**config.mk**
```make
export PLATFORM = sky130hd
export DESIGN_NAME = systolic_skew_feeder_flat
export DESIGN_NICKNAME = d
export VERILOG_FILES = /design/src/rtl/systolic_skew_feeder_pkg.sv /design/src/rtl/systolic_skew_feeder_if.sv /design/src/rtl/systolic_skew_feeder_delay_line.sv /design/src/rtl/systolic_skew_feeder.sv /design/src/flat_wrapper.sv
export SDC_FILE = /design/constraint.sdc
export NUM_CORES = 1
export LEC_CHECK = 0
export BUFFER_PORTS_ARGS = -buffer_cell sky130_fd_sc_hd__buf_4
export CORE_UTILIZATION = 50
export DETAILED_ROUTE_END_ITERATION = 16
export PLACE_DENSITY = 0.76
export SLEW_MARGIN = 20
export SYNTH_ARGS = -nofsm -noshare
export SYNTH_HDL_FRONTEND = slang
export SYNTH_HIERARCHICAL = 1
export SYNTH_SLANG_ARGS = --single-unit
```
**constraint.sdc**
```tcl
create_clock -name clock -period 1.4 [get_ports clock]
set_input_delay 0.14 -clock clock [delete_from_list [all_inputs] [get_ports clock]]
set_output_delay 0.14 -clock clock [all_outputs]
set_load 0.05 [all_outputs]
```
**src/rtl/systolic_skew_feeder_pkg.sv**
```systemverilog
// rtl/systolic_skew_feeder_pkg.sv - shared types and defaults for the systolic skew feeder
package systolic_pkg;

  typedef enum logic [1:0] {
    IDLE   = 2'd0,
    STREAM = 2'd1,
    DRAIN  = 2'd2
  } state_e;

  localparam int DEFAULT_ROWS  = 4;
  localparam int DEFAULT_WIDTH = 8;

  function automatic int cnt_width(input int rows);
    return $clog2(rows) + 1;
  endfunction

endpackage

```
**src/rtl/systolic_skew_feeder_if.sv**
```systemverilog
// rtl/systolic_skew_feeder_if.sv - operand stream and skewed output bundle of the feeder
interface systolic_skew_feeder_if
  import systolic_pkg::*;
#(
  parameter int ROWS  = DEFAULT_ROWS,
  parameter int WIDTH = DEFAULT_WIDTH
);
  logic                  in_valid;
  logic                  in_ready;
  logic [ROWS*WIDTH-1:0] in_data;
  logic                  in_last;
  logic                  out_stall;
  logic [ROWS*WIDTH-1:0] out_data;
  logic [ROWS-1:0]       out_valid;
  logic                  tile_done;
  logic                  busy;

  modport master (
    output in_valid, in_data, in_last, out_stall,
    input  in_ready, out_data, out_valid, tile_done, busy
  );

  modport slave (
    input  in_valid, in_data, in_last, out_stall,
    output in_ready, out_data, out_valid, tile_done, busy
  );
endinterface

```
**src/rtl/systolic_skew_feeder_delay_line.sv**
```systemverilog
// rtl/systolic_skew_feeder_delay_line.sv - one row delay line; SYSTOLIC_SKEW_FEEDER_ZERO_FILL_EN zeroes bubble data
module skew_delay_line #(
  parameter int DEPTH = 1,
  parameter int WIDTH = 8
) (
  input  logic             clock,
  input  logic             sclr,
  input  logic             shift,
  input  logic             head_valid,
  input  logic [WIDTH-1:0] head_data,
  output logic             tail_valid,
  output logic [WIDTH-1:0] tail_data
);

  logic [DEPTH-1:0] valid_q, valid_d;
  logic [WIDTH-1:0] data_q [DEPTH];
  logic [WIDTH-1:0] data_d [DEPTH];

  always_comb begin
    valid_d = valid_q;
    data_d  = data_q;
    if (shift) begin
      for (int i = DEPTH - 1; i > 0; i--) begin
        valid_d[i] = valid_q[i-1];
        data_d[i]  = data_q[i-1];
      end
      valid_d[0] = head_valid;
`ifdef SYSTOLIC_SKEW_FEEDER_ZERO_FILL_EN
      data_d[0] = head_valid ? head_data : '0;
`else
      // Bubbles leave the head data register untouched; consumers gate on valid.
      data_d[0] = head_valid ? head_data : data_q[0];
`endif
    end
  end

  always_ff @(posedge clock) begin
    if (sclr) begin
      valid_q <= '0;
      data_q  <= '{default: '0};
    end else begin
      valid_q <= valid_d;
      data_q  <= data_d;
    end
  end

  assign tail_valid = valid_q[DEPTH-1];
  assign tail_data  = data_q[DEPTH-1];

endmodule

```
**src/rtl/systolic_skew_feeder.sv**
```systemverilog
// rtl/systolic_skew_feeder.sv - skews row r by r cycles and drains each tile; SYSTOLIC_SKEW_FEEDER_ZERO_FILL_EN zero-fills bubbles
module systolic_skew_feeder
  import systolic_pkg::*;
#(
  parameter int ROWS  = DEFAULT_ROWS,
  parameter int WIDTH = DEFAULT_WIDTH
) (
  input  logic                    clock,
  input  logic                    sclr,
  systolic_skew_feeder_if.slave   bus
);

  localparam int CW = cnt_width(ROWS);

  state_e          state_q, state_d;
  logic [CW-1:0]   cnt_q, cnt_d;
  logic            tile_done_q, tile_done_d;
  logic            advance;
  logic            in_ready;
  logic            accept;
  logic [ROWS-1:0] tail_valid;
  logic [ROWS*WIDTH-1:0] tail_data;

  assign advance = !bus.out_stall;
  assign accept  = bus.in_valid && in_ready;

  always_ff @(posedge clock) begin
    if (sclr) begin
      state_q     <= IDLE;
      cnt_q       <= '0;
      tile_done_q <= 1'b0;
    end else begin
      state_q     <= state_d;
      cnt_q       <= cnt_d;
      tile_done_q <= tile_done_d;
    end
  end

  always_comb begin
    state_d     = state_q;
    cnt_d       = cnt_q;
    tile_done_d = tile_done_q;
    if (advance) begin
      tile_done_d = 1'b0;
      case (state_q)
        IDLE, STREAM: begin
          if (accept) begin
            if (!bus.in_last) begin
              state_d = STREAM;
            end else if (ROWS == 1) begin
              // A single row has no skew to drain; the vector lands on the output next cycle.
              state_d     = IDLE;
              tile_done_d = 1'b1;
            end else begin
              state_d = DRAIN;
              cnt_d   = CW'(ROWS - 1);
            end
          end
        end
        DRAIN: begin
          cnt_d = cnt_q - CW'(1);
          if (cnt_q == CW'(1)) begin
            state_d     = IDLE;
            tile_done_d = 1'b1;
          end
        end
        default: state_d = IDLE;
      endcase
    end
  end

  always_comb begin
    in_ready      = advance && (state_q != DRAIN);
    bus.in_ready  = in_ready;
    bus.tile_done = tile_done_q;
    bus.busy      = (state_q != IDLE) || (|tail_valid);
    bus.out_valid = tail_valid;
    bus.out_data  = tail_data;
  end

  for (genvar r = 0; r < ROWS; r++) begin : g_row
    skew_delay_line #(
      .DEPTH(r + 1),
      .WIDTH(WIDTH)
    ) u_line (
      .clock      (clock),
      .sclr       (sclr),
      .shift      (advance),
      .head_valid (accept),
      .head_data  (bus.in_data[r*WIDTH +: WIDTH]),
      .tail_valid (tail_valid[r]),
      .tail_data  (tail_data[r*WIDTH +: WIDTH])
    );
  end

endmodule

```
**src/flat_wrapper.sv**
```systemverilog
// flat-port wrapper written by rule: the top's interface ports become plain ports
module systolic_skew_feeder_flat import systolic_pkg::*;
#(
  parameter int ROWS  = DEFAULT_ROWS,
  parameter int WIDTH = DEFAULT_WIDTH
)
  (clock, sclr, bus_in_valid, bus_in_data, bus_in_last, bus_out_stall, bus_in_ready, bus_out_data, bus_out_valid, bus_tile_done, bus_busy);
  systolic_skew_feeder_if #(.ROWS(ROWS), .WIDTH(WIDTH)) bus_i ();
  input  logic clock;
  input  logic sclr;
  input wire logic [$bits(bus_i.in_valid)-1:0] bus_in_valid;
  input wire logic [$bits(bus_i.in_data)-1:0] bus_in_data;
  input wire logic [$bits(bus_i.in_last)-1:0] bus_in_last;
  input wire logic [$bits(bus_i.out_stall)-1:0] bus_out_stall;
  output wire logic [$bits(bus_i.in_ready)-1:0] bus_in_ready;
  output wire logic [$bits(bus_i.out_data)-1:0] bus_out_data;
  output wire logic [$bits(bus_i.out_valid)-1:0] bus_out_valid;
  output wire logic [$bits(bus_i.tile_done)-1:0] bus_tile_done;
  output wire logic [$bits(bus_i.busy)-1:0] bus_busy;
  assign bus_i.in_valid = bus_in_valid;
  assign bus_i.in_data = bus_in_data;
  assign bus_i.in_last = bus_in_last;
  assign bus_i.out_stall = bus_out_stall;
  assign bus_in_ready = bus_i.in_ready;
  assign bus_out_data = bus_i.out_data;
  assign bus_out_valid = bus_i.out_valid;
  assign bus_tile_done = bus_i.tile_done;
  assign bus_busy = bus_i.busy;
  systolic_skew_feeder #(.ROWS(ROWS), .WIDTH(WIDTH)) u_core (.clock(clock), .sclr(sclr), .bus(bus_i));
endmodule
```
==> results.py <==
metrics = {
    "worst_hold_path": {
        "worstHoldStart": "bus_in_data[6]",
        "worstHoldPathType": "in2reg",
        "hold_depth": 3,
        "min_to": "u_core/g_row[0].u_line/tail_data[6]",
    },
    "power": {
        "power_per_cell_area_nw_per_um2": 1100,
        "leakage_nw": 2.08,
        "power.share.switching": 0.247,
        "clock_power_share": 0.348,
        "power_w": 0.00526,
        "ir_worst_vdd_mv": 0.596,
        "switching_power_w": 0.00130,
        "p_int_w": 0.00396,
        "combPwrFrac": 0.117,
        "pwr-share-seq": 0.536,
    },
    "layout": {
        "drive_above_1_share": 0.342,
        "seq_area_sq_um": 1930,
        "final_nets": 482,
        "n_fill_cell": 679,
        "diodes": 0,
        "layout_commonest_cell": "dfxtp_1",
        "design_area_sq_um": 4790,
        "multi_input_area_sq_um": 1720,
        "layout_common_cells": "dfxtp_1, buf_4, nor2_1",
        "area_delta_synth_final_pct": 16.8,
    },
    "worst_setup_path": {
        "critPathSlowestCell": "dfxtp_2",
        "r2r-end": "u_core/g_row[1].u_line/data_q[11]",
        "reg2reg_from": "u_core/state_q[0]",
        "cp.required_ns": 1.26,
        "crit_fanout": 8,
        "path_cells": "and2b_1, buf_4, nor2_4, buf_6",
        "reg2reg_slack_ns": 0.06,
        "reg2reg_depth": 5,
        "cp-end-kind": "output pin",
        "worstPathArrival_ns": 1.26,
        "start_kind": "flip-flop",
        "max_stage_delay_ns": 0.33,
        "crit_type": "reg2out",
    },
    "yosys": {
        "synth_top_area_frac": 0.469,
        "syn_area_sq_um": 4100,
        "post-synth-top-area-cell": "dfxtp_1",
        "synth_edf_count": 0,
        "ys.warnings.count": 6,
        "ys.flop_type": "dfxtp_1",
        "ys_seq_area_frac": 0.469,
        "synth_top_family_by_area": "compound AO/OA/AOI/OAI gates",
        "avgSynthCellArea_sq_um": 10.3,
        "synth_fa_ha_area_frac": 0.00611,
        "async_reset_ff_frac": 0,
        "yosys.area_share.simple": 0.119,
        "yosys-top-cells-area": "dfxtp_1, mux2i_1, nor2_1",
        "synth_compound_area_frac": 0.145,
        "synth.distinct_cells": 34,
        "syn_nets": 438,
        "muxShareOfSynthArea": 0.142,
        "ys_seq_elements": 96,
        "synth_xor_area_frac": 0,
        "syn_inst": 399,
    },
    "floorplanning": {
        "die_area_sq_um": 8560,
        "rows": 32,
        "core_sq_um": 7810,
        "ios": 76,
        "initial_core_util": 0.525,
        "die_w_um": 92.5,
        "die_h_um": 92.5,
    },
    "global_route": {
        "grt_pass1_vias": 2570,
        "grtUsageTotal": 0.169,
        "grt_antenna_before_repair": 0,
        "grt_start_max_net_pins": 42,
        "overflow": 0,
        "grt_pass1_wl_um": 11600,
    },
    "placed_design": {
        "gp_congestion": 0.746,
        "place_hpwl_um": 4680,
        "place_area_sq_um": 4500,
        "dp_slack_ns": 0.0400,
        "port_buffers": 75,
    },
    "route": {
        "ant_nets": 0,
        "drtPass1Iterations": 4,
        "viasPerCell": 5.10,
        "drt_wl_total_um": 7260,
        "drc": 0,
        "wl_per_cell_um": 13.2,
        "first_iter_violations": 42,
        "vias": 2805,
    },
    "timing": {
        "fmax_ghz": 0.717,
        "period_share": 0.996,
        "fin_worst_skew_ns": 0.00953,
        "relSlewSlack": 0.671,
        "setup_ws_ns": 0.00492,
        "finalHoldViolations": 0,
        "tns_ns": 0,
        "tightest_slew_ns": 0.494,
        "period_minus_slack_ns": 1.40,
        "setup_violations": 0,
        "grt_setup_unrepaired": "yes",
        "maxSlewViolCount": 0,
    },
    "clock_network": {
        "cts_tree": "built",
        "clock_path_buffers": 2,
        "cts_buffers": 9,
        "clkSinkCount": 96,
        "clk_pin_slew_worst_paths_ns": 0.09,
        "clk_latency_ns": 0.35,
        "cts-htree-levels": 3,
        "root_buffer": "clkbuf_8",
    },
    "run_status": {
        "outcome": "finished, final reports clean",
    },
    "run": {
        "cap_viol_max_count": 0,
    },
}
==> kinds of logic (layout without fill, tap and decap cells) <==
family | count (synthesis) | count (layout)
AO/OA/AOI/OAI | 75 | 75
adder cells (fa/ha/maj) | 2 | 2
buffers and inverters | 60 | 109
flip-flops | 96 | 96
multiplexers | 58 | 58
AND/OR/NAND/NOR | 108 | 108
==> sequential cells by signal (all words and copies together) (netlist names) <==
register                        count
u_core/g_row.u_line/data_q         48
u_core/bus.tile_done                1
u_core/g_row.u_line/tail_valid      1
u_core/g_row.u_line/valid_q         9
u_core/cnt_q                        3
u_core/state_q                      2
u_core/g_row.u_line/tail_data      32
==> final cells by class <==
| type | instances | area share |
|---|---|---|
| flip-flops and latches | 96 | 0.403 |
| inverters | 3 | 0.00288 |
| clock inverters | 5 | 0.0133 |
| repair buffers | 90 | 0.165 |
| multi-input cells | 243 | 0.360 |
| well taps | 102 | 0.0267 |
| clock buffers | 11 | 0.0295 |
==> worst max-delay path, delay by kind of cell (launching register included) <==
kind,cells,cell delay [ns]
buffers and inverters,2,0.32
flip-flops,1,0.33
AND/OR/NAND/NOR,2,0.26
==> per-layer routing <==
| metal | global-route usage | part of all wire | vias up | routed length, um |
|---|---|---|---|---|
| li1 | - | - | 1421 | - |
| met1 | 0.204 | 0.45 | 1315 | 3280 |
| met2 | 0.284 | 0.48 | 61 | 3520 |
| met3 | 0.0402 | 0.051 | 8 | 370 |
| met4 | 0.0742 | 0.012 | 0 | 85 |
| met5 | 0 | 0 | - | 0 |
==> how the worst max path moves through the flow <==
stage	from	endpoint	slack, ns	depth (start not counted)
after detailed placement	u_core/state_q[0]	u_core/g_row[1].u_line/data_q[9]	0.04	5
after global routing	u_core/g_row[1].u_line/valid_q[1]	bus_busy	-0.05	3
after global placement	u_core/state_q[0]	u_core/g_row[3].u_line/data_q[31]	0.08	5
final	u_core/state_q[0]	bus_in_ready	0.005	4
after floorplan	u_core/state_q[0]	u_core/g_row[0].u_line/tail_data[4]	-0.05	7
after CTS	u_core/state_q[0]	bus_in_ready	-0.01	4
==> cells in the mapped netlist (all sizes together), types with 2 or more instances <==
library cell / count
o21ai: 2
ha: 2
mux2i: 58
and2b: 3
nand3: 32
a21oi: 36
inv: 3
clkbuf: 4
a21bo: 32
buf: 53
dfxtp: 96
nor2: 63
nand2: 3
a31o: 2
==> through the flow <==
| stage | util | hold WS, ns | cells |
|---|---|---|---|
| after floorplan | - | 0.209 | 399 |
| after global placement | 0.576 | 0.405 | 532 |
| after detailed placement | 0.576 | 0.411 | 532 |
| after CTS | 0.607 | 0.0281 | 549 |
| after global routing | 0.613 | 0.0414 | 550 |
| final | 0.613 | 0.0441 | 550 |
==> power groups by stage <==
stage               clock [W]  sequential (W)  combinational (W)
floorplan                   0         0.00291           0.000413
CTS                   0.00188         0.00282           0.000601
finish                0.00183         0.00282           0.000614
global placement            0         0.00288           0.000578
detailed placement          0         0.00288           0.000589
global route          0.00199         0.00283           0.000659
==> repair_timing <==
action / in CTS / in global routing
gates resized for setup: 7 / 8
setup buffers: 1 / 0
hold buffers: 0 / 0
gates cloned: 0 / 1
pin swaps: 2 / 2
endpoints found under the setup margin: 2 / 6
hold endpoints to repair: 0 / 0
Note: power is estimated with default switching activity, not from simulation.
